===== config.mk =====
export PLATFORM = sky130hd
export DESIGN_NAME = fdiv_iter_5_3
export DESIGN_NICKNAME = d
export VERILOG_FILES = /design/src/rtl/fdiv_iter_5_3.sv
export SDC_FILE = /design/constraint.sdc
export NUM_CORES = 1
export LEC_CHECK = 0
export ABC_AREA = 1
export CELL_PAD_IN_SITES_DETAIL_PLACEMENT = 1
export CELL_PAD_IN_SITES_GLOBAL_PLACEMENT = 2
export CORE_MARGIN = 5
export CORE_UTILIZATION = 27
export CTS_CLUSTER_SIZE = 30
export DETAILED_ROUTE_END_ITERATION = 7
export PLACE_DENSITY_LB_ADDON = 0.1
export REMOVE_ABC_BUFFERS = 1
export SETUP_SLACK_MARGIN = 0.3
export SLEW_MARGIN = 20
export SYNTH_ARGS = -nofsm -noshare
export SYNTH_HDL_FRONTEND = slang
export SYNTH_SLANG_ARGS = --single-unit

===== constraint.sdc =====
create_clock -name clk -period 2.65 [get_ports clk]
set_input_delay 0.53 -clock clk [delete_from_list [all_inputs] [get_ports clk]]
set_output_delay 0.53 -clock clk [all_outputs]
set_load 0.02 [all_outputs]

===== src/rtl/fdiv_iter_5_3.sv =====
// Iterative divider for the 11-bit (wE=5, wF=3) float format.
// Restoring significand division, one quotient bit per cycle, with a valid/ready handshake.
module fdiv_iter_5_3 #(
  parameter int ID   = 1,
  parameter int WE   = 5,
  parameter int WF   = 3,
  parameter int BIAS = 15
) (
  input  logic                 clk,
  input  logic                 rst_n,
  input  logic [WE+WF+2:0]     X,
  input  logic [WE+WF+2:0]     Y,
  input  logic                 in_valid,
  output logic                 in_ready,
  output logic [WE+WF+2:0]     R,
  output logic                 out_valid,
  input  logic                 out_ready
);

  if (WE != 32'sd5 || WF != 32'sd3 || BIAS != 32'sd15 || ID < 32'sd0) begin : g_cfg_check
    $error("fdiv_iter_5_3: only WE=5, WF=3, BIAS=15 supported");
  end

  typedef enum logic [1:0] {IDLE = 2'd0, DIV = 2'd1, ROUND = 2'd2, DONE = 2'd3} state_t;

  state_t      state_r, state_s;
  logic        sign_r, sign_s;
  logic [4:0]  exp_x_r, exp_x_s, exp_y_r, exp_y_s;
  logic [3:0]  sig_y_r, sig_y_s;
  logic [4:0]  rem_r, rem_s;
  logic [5:0]  q_r, q_s;
  logic [2:0]  cnt_r, cnt_s;
  logic [10:0] res_r, res_s;
  logic        in_ready_r, out_valid_r;

  logic        ge_s, norm_s, guard_s, sticky_s, inc_s;
  logic [4:0]  rem_sel_s;
  logic [2:0]  frac_s;
  logic [3:0]  frac_rnd_s;
  logic [6:0]  e_base_s, e_fin_s;

  // Special-operand result class; NaN and indeterminate forms win over inf/zero.
  function automatic logic [1:0] exc_result(input logic [1:0] ex, input logic [1:0] ey);
    logic [1:0] r;
    if (ex == 2'b11 || ey == 2'b11) r = 2'b11;
    else if ((ex == 2'b00 && ey == 2'b00) || (ex == 2'b10 && ey == 2'b10)) r = 2'b11;
    else if (ex == 2'b10 || ey == 2'b00) r = 2'b10;
    else r = 2'b00;
    return r;
  endfunction

  assign in_ready  = in_ready_r;
  assign out_valid = out_valid_r;
  assign R         = res_r;

  // Next-state, division step and rounding logic
  always_comb begin
    state_s   = state_r;
    sign_s    = sign_r;
    exp_x_s   = exp_x_r;
    exp_y_s   = exp_y_r;
    sig_y_s   = sig_y_r;
    rem_s     = rem_r;
    q_s       = q_r;
    cnt_s     = cnt_r;
    res_s     = res_r;

    ge_s      = (rem_r >= {1'b0, sig_y_r});
    if (ge_s) rem_sel_s = rem_r - {1'b0, sig_y_r};
    else      rem_sel_s = rem_r;

    norm_s    = q_r[5];
    if (norm_s) begin
      frac_s  = q_r[4:2];
      guard_s = q_r[1];
    end else begin
      frac_s  = q_r[3:1];
      guard_s = q_r[0];
    end
    sticky_s   = (norm_s & q_r[0]) | (rem_r != 5'd0);
    inc_s      = guard_s & (sticky_s | frac_s[0]);
    frac_rnd_s = {1'b0, frac_s} + {3'd0, inc_s};
    // Seven-bit two's complement exponent: expX - expY + bias, one less when unnormalised
    e_base_s   = {2'b00, exp_x_r} - {2'b00, exp_y_r} + 7'(BIAS) - {6'd0, ~norm_s};
    e_fin_s    = e_base_s + {6'd0, frac_rnd_s[3]};

    case (state_r)
      IDLE: begin
        if (in_valid) begin
          sign_s  = X[8] ^ Y[8];
          exp_x_s = X[7:3];
          exp_y_s = Y[7:3];
          sig_y_s = {1'b1, Y[2:0]};
          q_s     = 6'd0;
          cnt_s   = 3'd5;
          if (X[10:9] != 2'b01 || Y[10:9] != 2'b01) begin
            rem_s   = 5'd0;
            res_s   = {exc_result(X[10:9], Y[10:9]), X[8] ^ Y[8], 8'h00};
            state_s = DONE;
          end else begin
            rem_s   = {2'b01, X[2:0]};
            state_s = DIV;
          end
        end else begin
          state_s = IDLE;
        end
      end
      DIV: begin
        q_s[cnt_r] = ge_s;
        rem_s      = rem_sel_s << 1;
        if (cnt_r == 3'd0) begin
          state_s = ROUND;
        end else begin
          cnt_s = cnt_r - 3'd1;
        end
      end
      ROUND: begin
        if (e_fin_s[6]) begin
          res_s = {2'b00, sign_r, 8'h00};
        end else if (e_fin_s[5]) begin
          res_s = {2'b10, sign_r, 8'h00};
        end else begin
          res_s = {2'b01, sign_r, e_fin_s[4:0], frac_rnd_s[2:0]};
        end
        state_s = DONE;
      end
      DONE: begin
        if (out_ready) state_s = IDLE;
        else           state_s = DONE;
      end
      default: state_s = IDLE;
    endcase
  end

  // State, datapath and registered handshake outputs
  always_ff @(posedge clk) begin
    if (!rst_n) begin
      state_r     <= IDLE;
      sign_r      <= 1'b0;
      exp_x_r     <= 5'd0;
      exp_y_r     <= 5'd0;
      sig_y_r     <= 4'd0;
      rem_r       <= 5'd0;
      q_r         <= 6'd0;
      cnt_r       <= 3'd0;
      res_r       <= 11'h000;
      in_ready_r  <= 1'b1;
      out_valid_r <= 1'b0;
    end else begin
      state_r     <= state_s;
      sign_r      <= sign_s;
      exp_x_r     <= exp_x_s;
      exp_y_r     <= exp_y_s;
      sig_y_r     <= sig_y_s;
      rem_r       <= rem_s;
      q_r         <= q_s;
      cnt_r       <= cnt_s;
      res_r       <= res_s;
      in_ready_r  <= (state_s == IDLE);
      out_valid_r <= (state_s == DONE);
    end
  end

endmodule


==> Yosys cells after proc, flatten, opt, wreduce, memory -nomap -nowiden <==
Index checks and enable logic that the tools add are counted.
{ "totals": {"in_bits": 26, "reg_bits": 44} }
{ "classes": {"n_eq_ne": 13, "muxes": 27, "order_cmp": 3, "n_addsub": 7, "n_bitwise": 6, "n_reduce_logical": 19} }
{ "ops": {"columns": ["operator", "count"], "rows": [
  ["two-way mux 11 bit", 4],
  ["case mux 11 bit (2 select lines)", 1],
  ["equality test 2 bit (second input constant)", 7],
  ["two-way mux 2 bit", 7],
  ["case mux 6 bit (2 select lines)", 1],
  ["case mux 5 bit (2 select lines)", 1],
  ["two-way mux 3 bit", 3],
  ["zero test 2 bit", 4],
  ["two-way mux 4 bit", 2],
  ["case mux 2 bit (4 select lines)", 1],
  ["adder 6 x 5 -> 7 bit (second input constant)", 1],
  ["adder 7 x 1 -> 7 bit", 1],
  ["subtractor 7 x 1 -> 7 bit", 1],
  ["bitwise mux 6 bit", 1],
  ["two-way mux 6 bit", 1],
  ["inequality test 2 bit (second input constant)", 3],
  ["case mux 3 bit (2 select lines)", 1],
  ["AND reduction 3 bit", 2],
  ["subtractor 5 x 5 -> 6 bit", 1],
  [">= comparator 5 x 4 -> 1 bit", 1],
  ["two-way mux 5 bit", 1],
  ["nonzero test 5 bit", 1],
  ["adder 3 x 1 -> 4 bit", 1],
  ["logical OR 1 bit", 4],
  ["other kinds (16)", 24]
]} }

==> Logic depth before layout (Yosys ltp) <==
Gate-level depths: netlist of the first run.
{ "logic_depth": {"ltp_word": 9, "depth_mapped": 16, "depth_no_buf": 16} }

==> Least setup slack after synthesis of the first run <==
No wires, ideal clock.
{ "synth_timing": {"path_type": "register to register", "startpoint": "reg exp_x_r[0]", "endpoint": "reg res_r[3] (netlist: R[3])", "slack_ns": 0.133, "path_stages_with_launch": 14, "synth_period_minus_slack_ns": 2.517, "required_time_ns": 2.580, "t_arrival_ns": 2.446, "cell_sequence": "dfxtp_1 inv_1 ha_1 inv_1 fa_1 inv_1 ha_1 inv_1 fa_1 o21ai_0 nand4_1 nand2_2 nand3_1 a21oi_1"} }
{ "synth_between": {"elab_chain_len": 7} }
{ "synth_lines": {"columns": ["element", "line_no", "rtl"], "rows": [
  ["from (decl)", "28", "logic [4:0] exp_x_r, exp_x_s, exp_y_r, exp_y_s;"],
  ["from (signal assigned)", "152", "exp_x_r <= exp_x_s;"],
  ["subtractor 5 x 5 -> 6 bit *", "84", "e_base_s = {2'b00, exp_x_r} - {2'b00, exp_y_r} + 7'(BIAS) - {6'd0, ~norm_s};"],
  ["adder 6 x 5 -> 7 bit *", "84", null],
  ["subtractor 7 x 1 -> 7 bit *", "84", null],
  ["adder 7 x 1 -> 7 bit *", "85", "e_fin_s = e_base_s + {6'd0, frac_rnd_s[3]};"],
  ["two-way mux 11 bit", "120", "end else if (e_fin_s[5]) begin"],
  ["two-way mux 11 bit *", "118", "if (e_fin_s[6]) begin"],
  ["case mux 11 bit (2 select lines) *", "87", "case (state_r)"],
  ["to (signal assigned)", "158", "res_r <= res_s;"],
  ["to (decl)", "33", "logic [10:0] res_r, res_s;"]
]} }
Mark *: on every way between the ends. The rest lies on a longest branch, timed or not.
A chain may end at the register's enable or synchronous reset.

==> Worst setup path after layout of the first run <==
{ "layout_timing": {"startpoint": "reg exp_x_r[0]", "endpoint": "reg res_r[0] (netlist: R[0])"} }
Same word-level chain as after synthesis.

==> results of run 1 <==
[worst max-delay path by stage]
stage	from	end	cells past startpoint
finish	exp_x_r[0]	R[0]	12
global route	exp_x_r[0]	R[4]	15
CTS	exp_x_r[0]	R[3]	14
detailed placement	exp_x_r[0]	R[3]	13
global placement	exp_x_r[0]	R[4]	13
floorplan	exp_x_r[0]	R[1]	13
[synthesized netlist by cell type]
cell	count
o21bai_1	1
o21ai_1	1
o211ai_1	1
o21ai_0	33
nand2_4	1
fa_1	4
nor3_2	1
a32oi_1	1
nor3_1	2
o21a_1	1
o2111ai_1	1
nand3_1	17
a21oi_2	2
buf_2	2
a21oi_1	41
xnor2_1	1
nand2_1	58
inv_1	47
dfxtp_1	44
nand4_1	1
nor2_1	40
nor2_4	1
o31ai_1	1
a31oi_1	1
buf_6	1
clkbuf_1	5
a221oi_1	1
nor2_2	1
or2_1	1
inv_2	2
ha_1	16
nand2_2	3
nand3b_1	2
buf_4	1
xor2_1	6
o22ai_1	1
[routing by layer]
metal / up-vias / GRT usage, % / wire, µm
li1: 1229 / - / -
met1: 1099 / 16.9 / 3310
met2: 23 / 23.9 / 3650
met3: 6 / 2.87 / 206
met4: 0 / 3.89 / 80
met5: - / 0 / 0
[area by class of cell]
| type | count | share of cell area, % |
|---|---|---|
| Multi-Input combinational cell | 243 | 45.6 |
| Inverter | 49 | 5.55 |
| Timing Repair Buffer | 54 | 15.2 |
| Sequential cell | 44 | 26.8 |
| Tap cell | 108 | 4.08 |
| Clock buffer | 8 | 2.72 |
[metrics by stage]
| stage | utilization, % | power, mW | instance area [µm²] | instances |
|---|---|---|---|---|
| 4_1_cts | 36.4 | 2.80 | 3200 | 502 |
| 2_1_floorplan | - | 1.70 | 2420 | 334 |
| 5_1_grt | 37.6 | 3.21 | 3310 | 506 |
| 3_5_place_dp | 33.9 | 2.10 | 2980 | 487 |
| 6_report | 37.6 | 2.93 | 3310 | 506 |
| 3_3_place_gp | 33.9 | 2.10 | 2980 | 487 |
[registers in the layout, summed over array words and instances, names as in the netlist]
name	count
R	11
q_r	6
exp_x_r	5
exp_y_r	5
rem_r	5
sig_y_r	4
cnt_r	3
state_r	2
in_ready	1
out_valid	1
sign_r	1
[what timing repair did]
action	4_1_cts	5_1_grt
resized for setup	21	19
gates cloned	2	0
buffers inserted	5	4
endpoints found under the setup margin	10	10
pin swaps	12	13
[power breakdown]
group / total [mW] / internal [mW] / leakage [nW] / switching, mW
combinational: 1.65 / 0.674 / 0.996 / 0.973
clock: 0.455 / 0.213 / 0.0455 / 0.242
sequential: 0.829 / 0.762 / 0.362 / 0.0672
total: 2.93 / 1.65 / 1.40 / 1.28
[critical path, stage by stage, from the launching register on]
cell and delay, ps:
dfxtp_2 320, inv_2 60, ha_4 130, inv_2 40
fa_2 400, xor2_4 210, buf_6 130, fa_2 400
o21ai_2 180, nand4_1 190, nand2_2 200, nand3_1 90
a21oi_1 140
[cells by family after synthesis]
group,share of synthesized area [%]
simple gates,22.2
buf+inv,9.40
compound gates,18.7
fa+ha+maj,11.4
xor+xnor,2.49
flops,35.8
==> reports/metrics.cfg, run 1 <==
[critical_path]
timing.rr.end=R[0]
crit_type=reg2reg
reg2reg_from=exp_x_r[0]
worst_ep_required_time_ps=2870
r2r_slack_ps=80
cp-end-kind=flop
critPathMaxFanout=5
worstPathArrival_ps=2790
startpoint_type=flop
reg2regPathDepth=12

[synthesis]
yosys.cell_types.count=36
synth_area_per_cell_um2=7.18
ys_warn_count=0
syn-cell-area_um2=2460
synthCells=343
synth.area.top_cells=dfxtp_1 36%, nand2_1 8.8%, a21oi_1 8.3%, ha_1 8.1%, inv_1 7.2%
synth_top_area_share_pct=35.8
synth.largest_area_cell=dfxtp_1
synth-seq-cells=44
synth.yosys.seq_area_share_pct=35.8

[clock_network]
clkLatencyLatePin_ps=300
cts_tree=done
cts.sinks=44
hold_buffers=0
clkSlewWorstSetupHoldPaths_ps=90
clock-root-buffer=clkbuf_8
clockBufferDepth=2
cts_made_buffers=5
cts_htree_levels=2

[sta]
setup_ws_ps=77.7
grt_setup_unrepaired=true
worstMarginPinSlew_ps=867
max_slew_margin_pct=42.1
fin_setup_tns_ps=0
fin_crit_sh_pct=97.1
hold_slack_ps=461
setup_violations=0
finalHoldViolCount=0
min_period_ps=2570
fmax_mhz=389
final_max_slew_viol_count=0
skew_ps=3.79

[floorplanning]
die_x_um=106
row_count=34
initial_core_util_pct=28.0
io-pin-count=39
dieArea_um2=11100
coreArea_um2=8810
die_h_um=106

[min_path]
hp-class=reg2reg
whs_endpoint=exp_y_r[4]
min_from=exp_y_r[4]
holdPathStages=2

[layout]
multi_input_area_um2=1510
drive_above_1_share_pct=15.8
nets=443
n_antenna_cell=0
layout_common_cells=56 x nand2_1, 44 x inv_1, 41 x dfxtp_1
syn_to_final_growth_pct=34.4
ff_latch_area_um2=887
n_fill_cell=1098
final_common_cell=nand2_1

[routing]
drtAntennaViolNets=0
avgViaCountPerCell=4.66
drt_iter0_markers=30
drc=0
totalWireLength_um=7250
wl_per_cell_um=14.3
vias=2357
drt_first_pass_iters=3

[placement]
hpwl_um=5350
gp_congestion=0.812
io_buffers=38
dp_slack_ps=-137

[global_routing]
track_usage_pct=13.6
grt.overflow.total=0
grt_pass1_wl_um=12200
grt_pass1_vias=2507
grt_max_degree=30
grt_antenna_before_repair=0

[power_and_ir_drop]
p_per_area_nw_per_um2=885
irDropWorstVdd_mv=0.328
power_leakage_nw=1.40

[flow_run]
cap_violations=0

[status]
status=complete, no violations

Power figures use the tool's default switching activity.
==> inputs of run 2 (changes only) <==
- CORE_ASPECT_RATIO: default -> 1.75
==> run 2 against run 1 <==
Register-to-register slack better by 30 ps; combinational power rose by 2%; largest power group unchanged; critical path type unchanged; global-route usage rose by 0.90 points; cell area up 4.5%.
==> reports/metrics.cfg, run 2 (same netlist as run 1, synthesis figures left out) <==
[critical_path]
startpoint_type=flop
crit_type=reg2reg
critPathMaxFanout=4
cp-end-kind=flop
worst_ep_required_time_ps=2860
worstPathArrival_ps=2760

[routing]
met2_length_um=4370
top_layer=met4
wl_per_cell_um=14.5
vias=2431
drtAntennaViolNets=0
drt_first_pass_iters=4
totalWireLength_um=7570
drc=0
wl_met1_um=2900
avgViaCountPerCell=4.67
wl_met3_um=148
drt_iter0_markers=38

[clock_network]
clkLatencyLatePin_ps=290
clockBufferDepth=2
cts_tree=done
clock-root-buffer=clkbuf_16
clkSlewWorstSetupHoldPaths_ps=60
cts.sinks=44
cts_made_buffers=5
cts_htree_levels=2
hold_buffers=0

[floorplanning]
row_count=46
die_x_um=82.2
io-pin-count=39
initial_core_util_pct=27.4
coreArea_um2=8980
dieArea_um2=11200
die_h_um=136

[layout]
final_common_cell=nand2_1
drive_above_1_share_pct=20.0
multi_input_area_um2=1550
nets=446
ff_latch_area_um2=887
syn_to_final_growth_pct=40.5
fin_area_um2=3460
largest_register_ffs=11
n_antenna_cell=0
fin_util_pct=38.6
n_fill_cell=1158
layout_common_cells=53 x nand2_1, 42 x inv_1, 41 x dfxtp_1

[sta]
max_slew_margin_pct=39.1
skew_ps=4.41
min_period_ps=2540
finalHoldViolCount=0
fmax_mhz=393
fin_setup_tns_ps=0
final_max_slew_viol_count=0
grt_setup_unrepaired=true
worstMarginPinSlew_ps=913
setup_violations=0
hold_slack_ps=465
fin_crit_sh_pct=95.9

[status]
status=complete, no violations

[placement]
hpwl_um=5710
io_buffers=38
gp_congestion=0.704
place_area_um2=3020

[power_and_ir_drop]
irDropWorstVdd_mv=0.456
power_leakage_nw=1.46
p_per_area_nw_per_um2=934

[min_path]
hp-class=reg2reg

[global_routing]
grt_pass1_wl_um=12300
grt_max_degree=30
grt_antenna_before_repair=0
grt_pass1_vias=2596
grt.overflow.total=0
track_usage_pct=14.5

[flow_run]
cap_violations=0

## run 2: cell types whose count changed in the layout (fill, tap and decap cells not counted), sizes merged
| cell | previous run | this run |
|---|---|---|
| bufinv | 0 | 1 |
| buf | 16 | 19 |
| clkbuf | 8 | 6 |
| clkinv | 0 | 1 |
## run 2: worst paths after layout
| kind | from | end | cells past startpoint | slack, ps |
|---|---|---|---|---|
| setup / recovery | exp_x_r[0] | R[7] | 13 | 110 |
| hold / removal | exp_y_r[3] | exp_y_r[3] | 2 | 460 |
| setup reg to reg | exp_x_r[0] | R[7] | 13 | 110 |
| hold reg to reg | exp_y_r[3] | exp_y_r[3] | 2 | 460 |
## run 2: what timing repair did
action,CTS,global route
endpoints found under the hold margin,0,0
gates cloned,2,0
endpoints found under the setup margin,10,10
resized for setup,24,28
pin swaps,11,19
buffers inserted,3,6
## run 2: metal layers
metal	vias up	track usage, %
met1	1162	14.4
met5	-	0
met4	0	5.18
li1	1235	-
met3	8	2.25
met2	26	28.8
## run 2: cell type report
type                    count  area share (%)
clock buffers               6            3.72
clock inverters             2            1.01
inverters                  49            5.31
multi-input cells         243            44.9
flip-flops and latches     44            25.6
well taps                 120            4.34
repair buffers             57            15.1
## run 2: worst max-delay path, cell delays in order (launching register included)
cell and delay (ps):
dfxtp_2 320, inv_2 40, ha_4 150, inv_2 60, fa_2 450, inv_2 100, ha_4 140, inv_2 40
fa_2 380, o21ai_2 150, nand4_1 220, nand2_2 200, nand3_2 90, a21oi_2 130
## run 2: report_power, final
group | total, mW | switching [mW] | internal, mW
registers | 0.830 | 0.0670 | 0.763
clock network | 0.709 | 0.265 | 0.444
logic | 1.69 | 1.02 | 0.676
total | 3.23 | 1.35 | 1.88
## run 2: through the flow
step,setup WS (ps),std cells,power [mW]
4_1_cts,98.0,515,3.13
5_1_grt,0.431,521,3.50
3_5_place_dp,-116,502,2.15
6_report,107,521,3.23
2_1_floorplan,130,334,1.70
3_3_place_gp,-25.3,502,2.14
==> inputs of run 3 (changes only) <==
- CAP_MARGIN: default -> 5
- SKIP_LAST_GASP: default -> 1
==> results of run 3 <==
The final DEF is identical to that of run 2; final timing and power are the same.
